$ cat config.mk
export PLATFORM = sky130hd
export DESIGN_NAME = reset_sequencer
export DESIGN_NICKNAME = d
export VERILOG_FILES = /design/src/rtl/reset_seq_pkg.sv /design/src/rtl/reset_sync.sv /design/src/rtl/reset_sequencer.sv
export SDC_FILE = /design/constraint.sdc
export NUM_CORES = 1
export LEC_CHECK = 0
export CAP_MARGIN = 30
export CORE_MARGIN = 2
export CORE_UTILIZATION = 30
export CTS_BUF_LIST = sky130_fd_sc_hd__clkbuf_2
export DETAILED_ROUTE_END_ITERATION = 16
export GPL_TIMING_DRIVEN = 0
export RECOVER_POWER = 50
export SKIP_CTS_REPAIR_TIMING = 1
export SYNTH_ARGS = -nofsm -noshare
export SYNTH_HDL_FRONTEND = slang
export SYNTH_SLANG_ARGS = --single-unit
$ cat constraint.sdc
create_clock -name clk_out -period 2 [get_ports clk_out]
set_input_delay 0.2 -clock clk_out [delete_from_list [all_inputs] [get_ports clk_out]]
set_output_delay 0.2 -clock clk_out [all_outputs]
set_load 0.01 [all_outputs]
$ cat src/rtl/reset_seq_pkg.sv
// Shared encodings for the reset sequencer: FSM states, reset-cause codes and a sizing helper.
package reset_seq_pkg;

  typedef enum logic [1:0] {
    StHold    = 2'b00,
    StRelease = 2'b01,
    StRun     = 2'b10,
    StSoft    = 2'b11
  } state_e;

  localparam logic [1:0] CAUSE_POR  = 2'b00;
  localparam logic [1:0] CAUSE_SOFT = 2'b01;
  localparam logic [1:0] CAUSE_WDT  = 2'b10;

  function automatic int unsigned max3(input int unsigned a, input int unsigned b,
                                       input int unsigned c);
    int unsigned m;
    m = (a > b) ? a : b;
    return (m > c) ? m : c;
  endfunction

endpackage

$ cat src/rtl/reset_sync.sv
// Async-assert / sync-release chain; sync_ok rises SYNC_STAGES edges after reset_n deasserts.
module reset_sync #(
  parameter int unsigned SYNC_STAGES = 2
) (
  input  logic clk_out,
  input  logic reset_n,
  output logic sync_ok
);

  logic [SYNC_STAGES-1:0] chain_q, chain_d;

  always_comb begin
    chain_d = {chain_q[SYNC_STAGES-2:0], 1'b1};
  end

  always_ff @(posedge clk_out or negedge reset_n) begin
    if (!reset_n) begin
      chain_q <= '0;
    end else begin
      chain_q <= chain_d;
    end
  end

  assign sync_ok = chain_q[SYNC_STAGES-1];

endmodule

$ cat src/rtl/reset_sequencer.sv
// Staged domain-reset sequencer with soft-reset handshake.
// Define RESET_SEQ_WDT_EN to add a watchdog that forces a soft reset when not kicked in RUN.
module reset_sequencer
  import reset_seq_pkg::*;
#(
  parameter int unsigned SYNC_STAGES = 2,
  parameter int unsigned HOLD_CYCLES = 16,
  parameter int unsigned NUM_STAGES  = 3,
  parameter int unsigned STAGE_GAP   = 4,
  parameter int unsigned WDT_CYCLES  = 1024
) (
  input  logic                  clk_out,
  input  logic                  reset_n,
  input  logic                  soft_req,
  input  logic                  wdt_kick,
  output logic                  soft_ack,
  output logic [NUM_STAGES-1:0] rst_n_out,
  output logic                  sys_ready,
  output logic [1:0]            cause
);

  localparam int unsigned CntW = $clog2(max3(HOLD_CYCLES, STAGE_GAP, WDT_CYCLES)) + 1;
  localparam int unsigned IdxW = $clog2(NUM_STAGES) + 1;

  logic sync_ok;

  reset_sync #(
    .SYNC_STAGES(SYNC_STAGES)
  ) u_reset_sync (
    .clk_out(clk_out),
    .reset_n(reset_n),
    .sync_ok(sync_ok)
  );

  state_e                state_q, state_d;
  logic [CntW-1:0]       cnt_q, cnt_d;
  logic [IdxW-1:0]       idx_q, idx_d;
  logic [NUM_STAGES-1:0] rst_q, rst_d;
  logic                  rdy_q, rdy_d;
  logic                  ack_q, ack_d;
  logic [1:0]            cause_q, cause_d;
  logic                  armed_q, armed_d;

`ifdef RESET_SEQ_WDT_EN
  logic [CntW-1:0]       wdt_q, wdt_d;
`else
  logic                  unused_wdt_kick;
  assign unused_wdt_kick = wdt_kick;
`endif

  always_comb begin
    state_d = state_q;
    cnt_d   = cnt_q;
    idx_d   = idx_q;
    rst_d   = rst_q;
    rdy_d   = rdy_q;
    ack_d   = 1'b0;
    cause_d = cause_q;
    // Re-arm only once the requester has dropped its level request.
    armed_d = armed_q | ~soft_req;
`ifdef RESET_SEQ_WDT_EN
    wdt_d   = '0;
`endif

    unique case (state_q)
      StHold: begin
        if (sync_ok) begin
          if (cnt_q == CntW'(HOLD_CYCLES - 1)) begin
            state_d = StRelease;
            cnt_d   = '0;
            idx_d   = '0;
          end else begin
            cnt_d = cnt_q + CntW'(1);
          end
        end
      end
      StRelease: begin
        if (cnt_q == CntW'(STAGE_GAP - 1)) begin
          cnt_d = '0;
          idx_d = idx_q + IdxW'(1);
          for (int unsigned i = 0; i < NUM_STAGES; i++) begin
            if (idx_q == IdxW'(i)) rst_d[i] = 1'b1;
          end
          if (idx_q == IdxW'(NUM_STAGES - 1)) begin
            state_d = StRun;
            rdy_d   = 1'b1;
          end
        end else begin
          cnt_d = cnt_q + CntW'(1);
        end
      end
      StRun: begin
        if (soft_req && armed_q) begin
          state_d = StSoft;
          rst_d   = '0;
          rdy_d   = 1'b0;
          ack_d   = 1'b1;
          armed_d = 1'b0;
          cause_d = CAUSE_SOFT;
        end
`ifdef RESET_SEQ_WDT_EN
        else if (!wdt_kick && (wdt_q == CntW'(WDT_CYCLES - 1))) begin
          state_d = StSoft;
          rst_d   = '0;
          rdy_d   = 1'b0;
          cause_d = CAUSE_WDT;
        end else begin
          wdt_d = wdt_kick ? '0 : wdt_q + CntW'(1);
        end
`endif
      end
      StSoft: begin
        state_d = StHold;
        cnt_d   = '0;
      end
      default: begin
        state_d = StHold;
      end
    endcase
  end

  always_ff @(posedge clk_out or negedge reset_n) begin
    if (!reset_n) begin
      state_q <= StHold;
      cnt_q   <= '0;
      idx_q   <= '0;
      rst_q   <= '0;
      rdy_q   <= 1'b0;
      ack_q   <= 1'b0;
      cause_q <= CAUSE_POR;
      armed_q <= 1'b1;
`ifdef RESET_SEQ_WDT_EN
      wdt_q   <= '0;
`endif
    end else begin
      state_q <= state_d;
      cnt_q   <= cnt_d;
      idx_q   <= idx_d;
      rst_q   <= rst_d;
      rdy_q   <= rdy_d;
      ack_q   <= ack_d;
      cause_q <= cause_d;
      armed_q <= armed_d;
`ifdef RESET_SEQ_WDT_EN
      wdt_q   <= wdt_d;
`endif
    end
  end

  assign soft_ack  = ack_q;
  assign rst_n_out = rst_q;
  assign sys_ready = rdy_q;
  assign cause     = cause_q;

endmodule

==> metrics.txt, run 1 <==
FF/Latch Area 602 µm²; unrepaired setup endpoints after global routing false; HPWL after DPL 2130 µm; maximum VDD drop 0.330 mV; largest net degree at the start of global routing 15; Total GRT Usage 0.110; clk root buf clkbuf_2; die height between 70 and 80 µm; # setup viols final 0; main combinational cell family by area after synthesis simple AND/OR/NAND/NOR gates; LEAKAGE 0.752 nW; first-pass GRT wire length approximately 4700 µm; min Tclk post-route 1.93 ns; Die W 73.7 µm; startpoint class of the critical path register; max-cap violation count 0; sequential share of the synthesized area 0.413; Design Area, Final 0.00176 mm²; critical path fanouts, max 7; drt wl/cell 12.7 µm; multiplexer share of the synthesized area 0.0283; hold crit path type input port to async pin; status completed; post-synth net total 167; Yosys warnings 0; Cell Area, Synth between 0.001 and 0.0015 mm²; Synth Area in Simple Gates 0.249; clock sink count 24; Post-synth EDFFs 0; area leader, netlist dfrtp_1; H-tree depth 1; DRT Pass-1 Iters 4; Final Max Slew Viols 0; initial antenna violation count 0; Via density 5.04; most frequent cells in the layout dfrtp_1, nand2_1, inv_1; Synth Area in Compound Gates 0.144; IO buf count 8; fillers 466; Worst EP required 2.25 ns; Final Util 0.375; DR iter-0 viols 56; n_diodes 0; DP Area 0.00162 mm²; CTS clk-pin slew, worst paths 0.23 ns; final WL 2900 µm; boundary pin count 11; adder-cell area share of the yosys netlist 0.0858; number of global-route vias before repair 1041; worst-margin pin slew roughly 0.75 ns; area taken by multi-input logic gates about 830 µm²; XOR/XNOR Fraction of Synth Area 0.0120; Final Hold Fails 0; period utilisation layout 0.965; commonest non-fill, non-tap cell in the layout dfrtp_1; Starting Density 0.311; post-route antenna net violation count 0; PD cells 1230 mW/mm²; total core area 0.00469 mm²; final RePlAce weighted congestion 0.794; crit path capture type register; DIE AREA 0.00543 mm²; critical path data arrival time about 2.2 ns; Post-Synthesis Cells 153; via count 1150; overflow left after global routing 0; row count 25; Primary FF master, synth dfrtp_1; Synth Register Bits 24; skew final approximately 0.0069 ns; CTS tree done; Worst slew margin 0.499; Area Growth Syn to Fin 20.8%; top cells by area, synth dfrtp_1, ha_1, nand2_1; maximum clock path buffer count 2; kind of critical path register to register; fraction of registers with async set/reset 1.00; DRC viols 0; worst-skew pair later-pin latency 0.33 ns; Inserted Clock Buffers 3; Avg Inst Size Synth 9.53 µm²; share of the synthesized area in the top cell type 0.395; layout cells sized above 1 0.172; Max Fclk roughly 0.52 GHz; Distinct cells, synth 46; nets between 150 and 200
[cell usage after synthesis, drive strengths merged (2+ instances only)]
library cell and instances:
nor4 2, nor3b 2, nand4b 2, nor3 9
conb 2, buf 4, dfrtp 23, nand2b 2
nand4 3, inv 13, or4 2, nor2 7
nand2 14, and3 2, o21ai 10, nor2b 3
mux2i 3, a31oi 3, a21oi 4, ha 10
o311a 2, o41ai 2, nand3 10, a221o 2
clkbuf 3, xnor2 2
[where the power goes]
| part | internal [mW] | switching [mW] |
|---|---|---|
| combinational | 0.539 | 0.668 |
| clock | 0.0435 | 0.147 |
| sequential | 0.627 | 0.133 |
[metal layers]
layer,GRT usage,share of wire,vias up
met5,0,0,-
met4,0.0485,0.017,0
li1,-,-,590
met2,0.180,0.44,17
met1,0.144,0.51,539
met3,0.0165,0.027,4
[metrics by stage]
stage | setup TNS [ns] | power, mW | std cells | setup WS (ns) | hold slack, ns
global placement | -0.394 | 1.76 | 215 | -0.122 | 0.333
global route | 0 | 2.35 | 228 | 0.00150 | 0.223
floorplan | 0 | 1.46 | 153 | 0.176 | -0.0956
CTS | -1.06 | 1.98 | 220 | -0.225 | 0.165
detailed placement | -0.754 | 1.79 | 216 | -0.184 | 0.336
finish | 0 | 2.16 | 228 | 0.0691 | 0.207
[flip-flops by register name (all words and copies together), names as in the netlist]
name / flops
soft_ack: 1
armed_q: 1
state_q: 2
u_reset_sync.chain_q: 2
cause: 1
idx_q: 3
cnt_q: 11
rst_n_out: 3
[path summary, 6_finish.rpt]
path	from	end	slack (ns)	cells after the start
hold / removal	reset_n	cnt_q[1]	0.21	1
min in group clk_out	u_reset_sync.chain_q[0]	u_reset_sync.chain_q[1]	0.38	0
setup / recovery	cnt_q[0]	rst_n_out[0]	0.07	6
max in group asynchronous	reset_n	idx_q[2]	0.77	2
hold reg to reg	u_reset_sync.chain_q[0]	u_reset_sync.chain_q[1]	0.38	0
setup reg to reg	cnt_q[0]	rst_n_out[0]	0.07	6
[layout make-up]
| type | instances | share of cell area |
|---|---|---|
| multi-input cells | 109 | 0.471 |
| flip-flops and latches | 24 | 0.342 |
| repair buffers | 17 | 0.0817 |
| well taps | 54 | 0.0384 |
| inverters | 13 | 0.0299 |
| plain buffers | 7 | 0.0263 |
| clock buffers | 3 | 0.00853 |
| clock inverters | 1 | 0.00213 |
[kinds of logic after synthesis]
group	Yosys count
buffers and inverters	20
adders and majority gates	10
and+or+nand+nor	61
AOI/OAI and AO/OA	30
muxes	4
xor gates and xnor gates	2
other	2
DFF	24
[worst max-delay path, cell delays in order, from the launching register on]
cell	delay, ns
dfrtp_1	0.44
ha_2	0.26
nor3b_4	0.27
buf_4	0.18
nand3_2	0.13
o311a_1	0.31
a221o_1	0.25
No activity file was read; power rests on OpenSTA's default activity.
==> run 2: changes to the inputs <==
--- a/config.mk
+++ b/config.mk
@@ -5,6 +5,7 @@
 export SDC_FILE = /design/constraint.sdc
 export NUM_CORES = 1
 export LEC_CHECK = 0
+export ABC_AREA = 1
 export CAP_MARGIN = 30
 export CORE_MARGIN = 2
 export CORE_UTILIZATION = 30
@@ -16,3 +17,4 @@
 export SYNTH_ARGS = -nofsm -noshare
 export SYNTH_HDL_FRONTEND = slang
 export SYNTH_SLANG_ARGS = --single-unit
+export TNS_END_PERCENT = 100
==> metrics.txt, run 2 <==
status completed; IO buf count 8; CTS tree done; Max Fclk 0.573 GHz; DRT Pass-1 Iters 4; number of flip-flops in the largest register 11; Buf/Inv on CP 3; Total GRT Usage 0.108; crit path capture type register; sequential share of the synthesized area 0.411; Yosys warnings 0; pre-CTS setup slack approximately 0.26 ns; Post-Synthesis Cells 187; first-pass GRT wire length 4660 µm; final RePlAce weighted congestion about 0.8; maximum VDD drop 0.526 mV; startpoint class of the critical path register; Worst EP required 2.27 ns; Worst R2R Setup Slack about 0.25 ns; Primary FF master, synth dfrtp_1; fillers 510; kind of critical path register to register; Avg Inst Size Synth ~7.8 µm²; Final Hold Fails 0; critical path data arrival time around 2.0 ns; CTS clk-pin slew, worst paths ~0.23 ns; via count around 1100; n_diodes 0; die height roughly 74 µm; DRC viols 0; share of the synthesized area in the top cell type 0.393; Post-synth EDFFs 0; LEAKAGE 0.833 nW; Placed Instances 263; fraction of registers with async set/reset 1.00; Top reg by flops cnt_q; Worst path max stage delay about 0.44 ns; number of global-route vias before repair 1084; drt wl/cell around 9.7 µm; DR iter-0 viols 29; Starting Density 0.310; post-route antenna net violation count 0; clk root buf clkbuf_2; Cell Area, Synth 0.00146 mm²; worst-skew pair later-pin latency 0.34 ns; largest net degree at the start of global routing 14; critical path fanouts, max 9; Area Growth Syn to Fin 12.8%; top cells by area, synth dfrtp_1, nand2_1, ha_1; # setup viols final 0; min Tclk post-route 1.75 ns; commonest non-fill, non-tap cell in the layout nand2_1; HPWL after DPL around 2000 µm; final setup TNS 0 ns; Worst slew margin 0.549; Slowest-stage cell, CP dfrtp_1; Die W 73.9 µm; gate family responsible for the most delay along the worst path simple AND/OR/NAND/NOR gates; post-synth net total between 200 and 250; nets about 220; Post-Layout Cell Count 267; initial antenna violation count 0; max-cap violation count 0; H-tree depth 1; unrepaired setup endpoints after global routing false; boundary pin count 11; Synth Register Bits 24; layout cells sized above 1 0.110; CP Cell Sequence inv_1 > ha_1 > inv_2 > nand2_4 > inv_2 > nand3_1 > nor2_1 > nand3_1 > nand2_1 > nor2_1; total core area 0.00472 mm²; PD cells 1250 mW/mm²; final WL 2580 µm; most frequent cells in the layout nand2_1, inv_1, dfrtp_1; period utilisation layout 0.873; Inserted Clock Buffers 3; skew final around 0.013 ns; Distinct cells, synth 28; Via density 4.22; hold crit path type input port to async pin; area leader, netlist dfrtp_1; row count 25; DIE AREA about 0.0055 mm²; worst-margin pin slew between 0.6 and 0.7 ns; clock sink count 24; count leader, synth nand2_1; maximum clock path buffer count 2; Post-synth top cells nand2_1, inv_1, dfrtp_1; Final Max Slew Viols 0; overflow left after global routing 0; Setup WS post-layout 0.254 ns
-- run 2: final cells by class --
class	instances	area, µm²	share of cell area
Multi-Input combinational cell	130	727	0.440
Tap cell	67	83.8	0.0508
Timing Repair Buffer	9	83.8	0.0508
Sequential cell	24	602	0.364
Inverter	30	113	0.0682
Clock buffer	4	20.0	0.0121
Buffer	3	22.5	0.0136
-- run 2: report_power, final --
part | switching (mW) | leakage (nW) | internal [mW]
logic | 0.679 | 0.512 | 0.450
clock network | 0.146 | 0.0166 | 0.0528
registers | 0.105 | 0.305 | 0.623
total | 0.931 | 0.833 | 1.13
-- run 2: through the flow --
stage / instance area [µm²] / hold slack, ns / power [mW] / utilization
2_1_floorplan: 1460 / -0.0956 / 1.58 / -
3_3_place_gp: 1630 / 0.333 / 1.87 / 0.345
3_5_place_dp: 1640 / 0.337 / 1.88 / 0.348
4_1_cts: 1660 / 0.189 / 2.09 / 0.352
5_1_grt: 1650 / 0.224 / 2.29 / 0.350
6_report: 1650 / 0.236 / 2.06 / 0.350
-- run 2: worst paths after layout --
| kind | end | cells after the start | start |
|---|---|---|---|
| hold / removal | cnt_q[8] | 1 | reset_n |
| hold reg to reg | u_reset_sync.chain_q[1] | 0 | u_reset_sync.chain_q[0] |
| max in group asynchronous | u_reset_sync.chain_q[1] | 2 | reset_n |
| setup reg to reg | cnt_q[10] | 10 | state_q[0] |
| setup / recovery | cnt_q[10] | 10 | state_q[0] |
| min in group clk_out | u_reset_sync.chain_q[1] | 0 | u_reset_sync.chain_q[0] |
-- run 2: cells by family (layout without fill, tap and decap cells) --
kind of cell	count (synthesis)	in the layout	synth area share
AND/OR/NAND/NOR	101	101	0.332
buffers and inverters	33	46	0.0923
flip-flops	24	24	0.411
AO/OA/AOI/OAI	14	14	0.0556
adder cells (fa/ha/maj)	10	10	0.0855
other	2	2	0.00513
XOR/XNOR	2	2	0.0120
multiplexers	1	1	0.00684
-- run 2: routing by layer --
metal  part of all wire  GRT usage  vias up
li1                   -          -      614
met3              0.014    0.00412        2
met1               0.51      0.144      501
met2               0.47      0.181       11
met4              0.013     0.0525        0
met5                  0          0        -
==> run 3: changes to the inputs <==
--- a/config.mk
+++ b/config.mk
@@ -6,6 +6,7 @@
 export NUM_CORES = 1
 export LEC_CHECK = 0
 export ABC_AREA = 1
+export ABC_CLOCK_PERIOD_IN_PS = 2000
 export CAP_MARGIN = 30
 export CORE_MARGIN = 2
 export CORE_UTILIZATION = 30
==> results of run 3 <==
No change in the layout: final DEF, timing and power equal those of run 2.
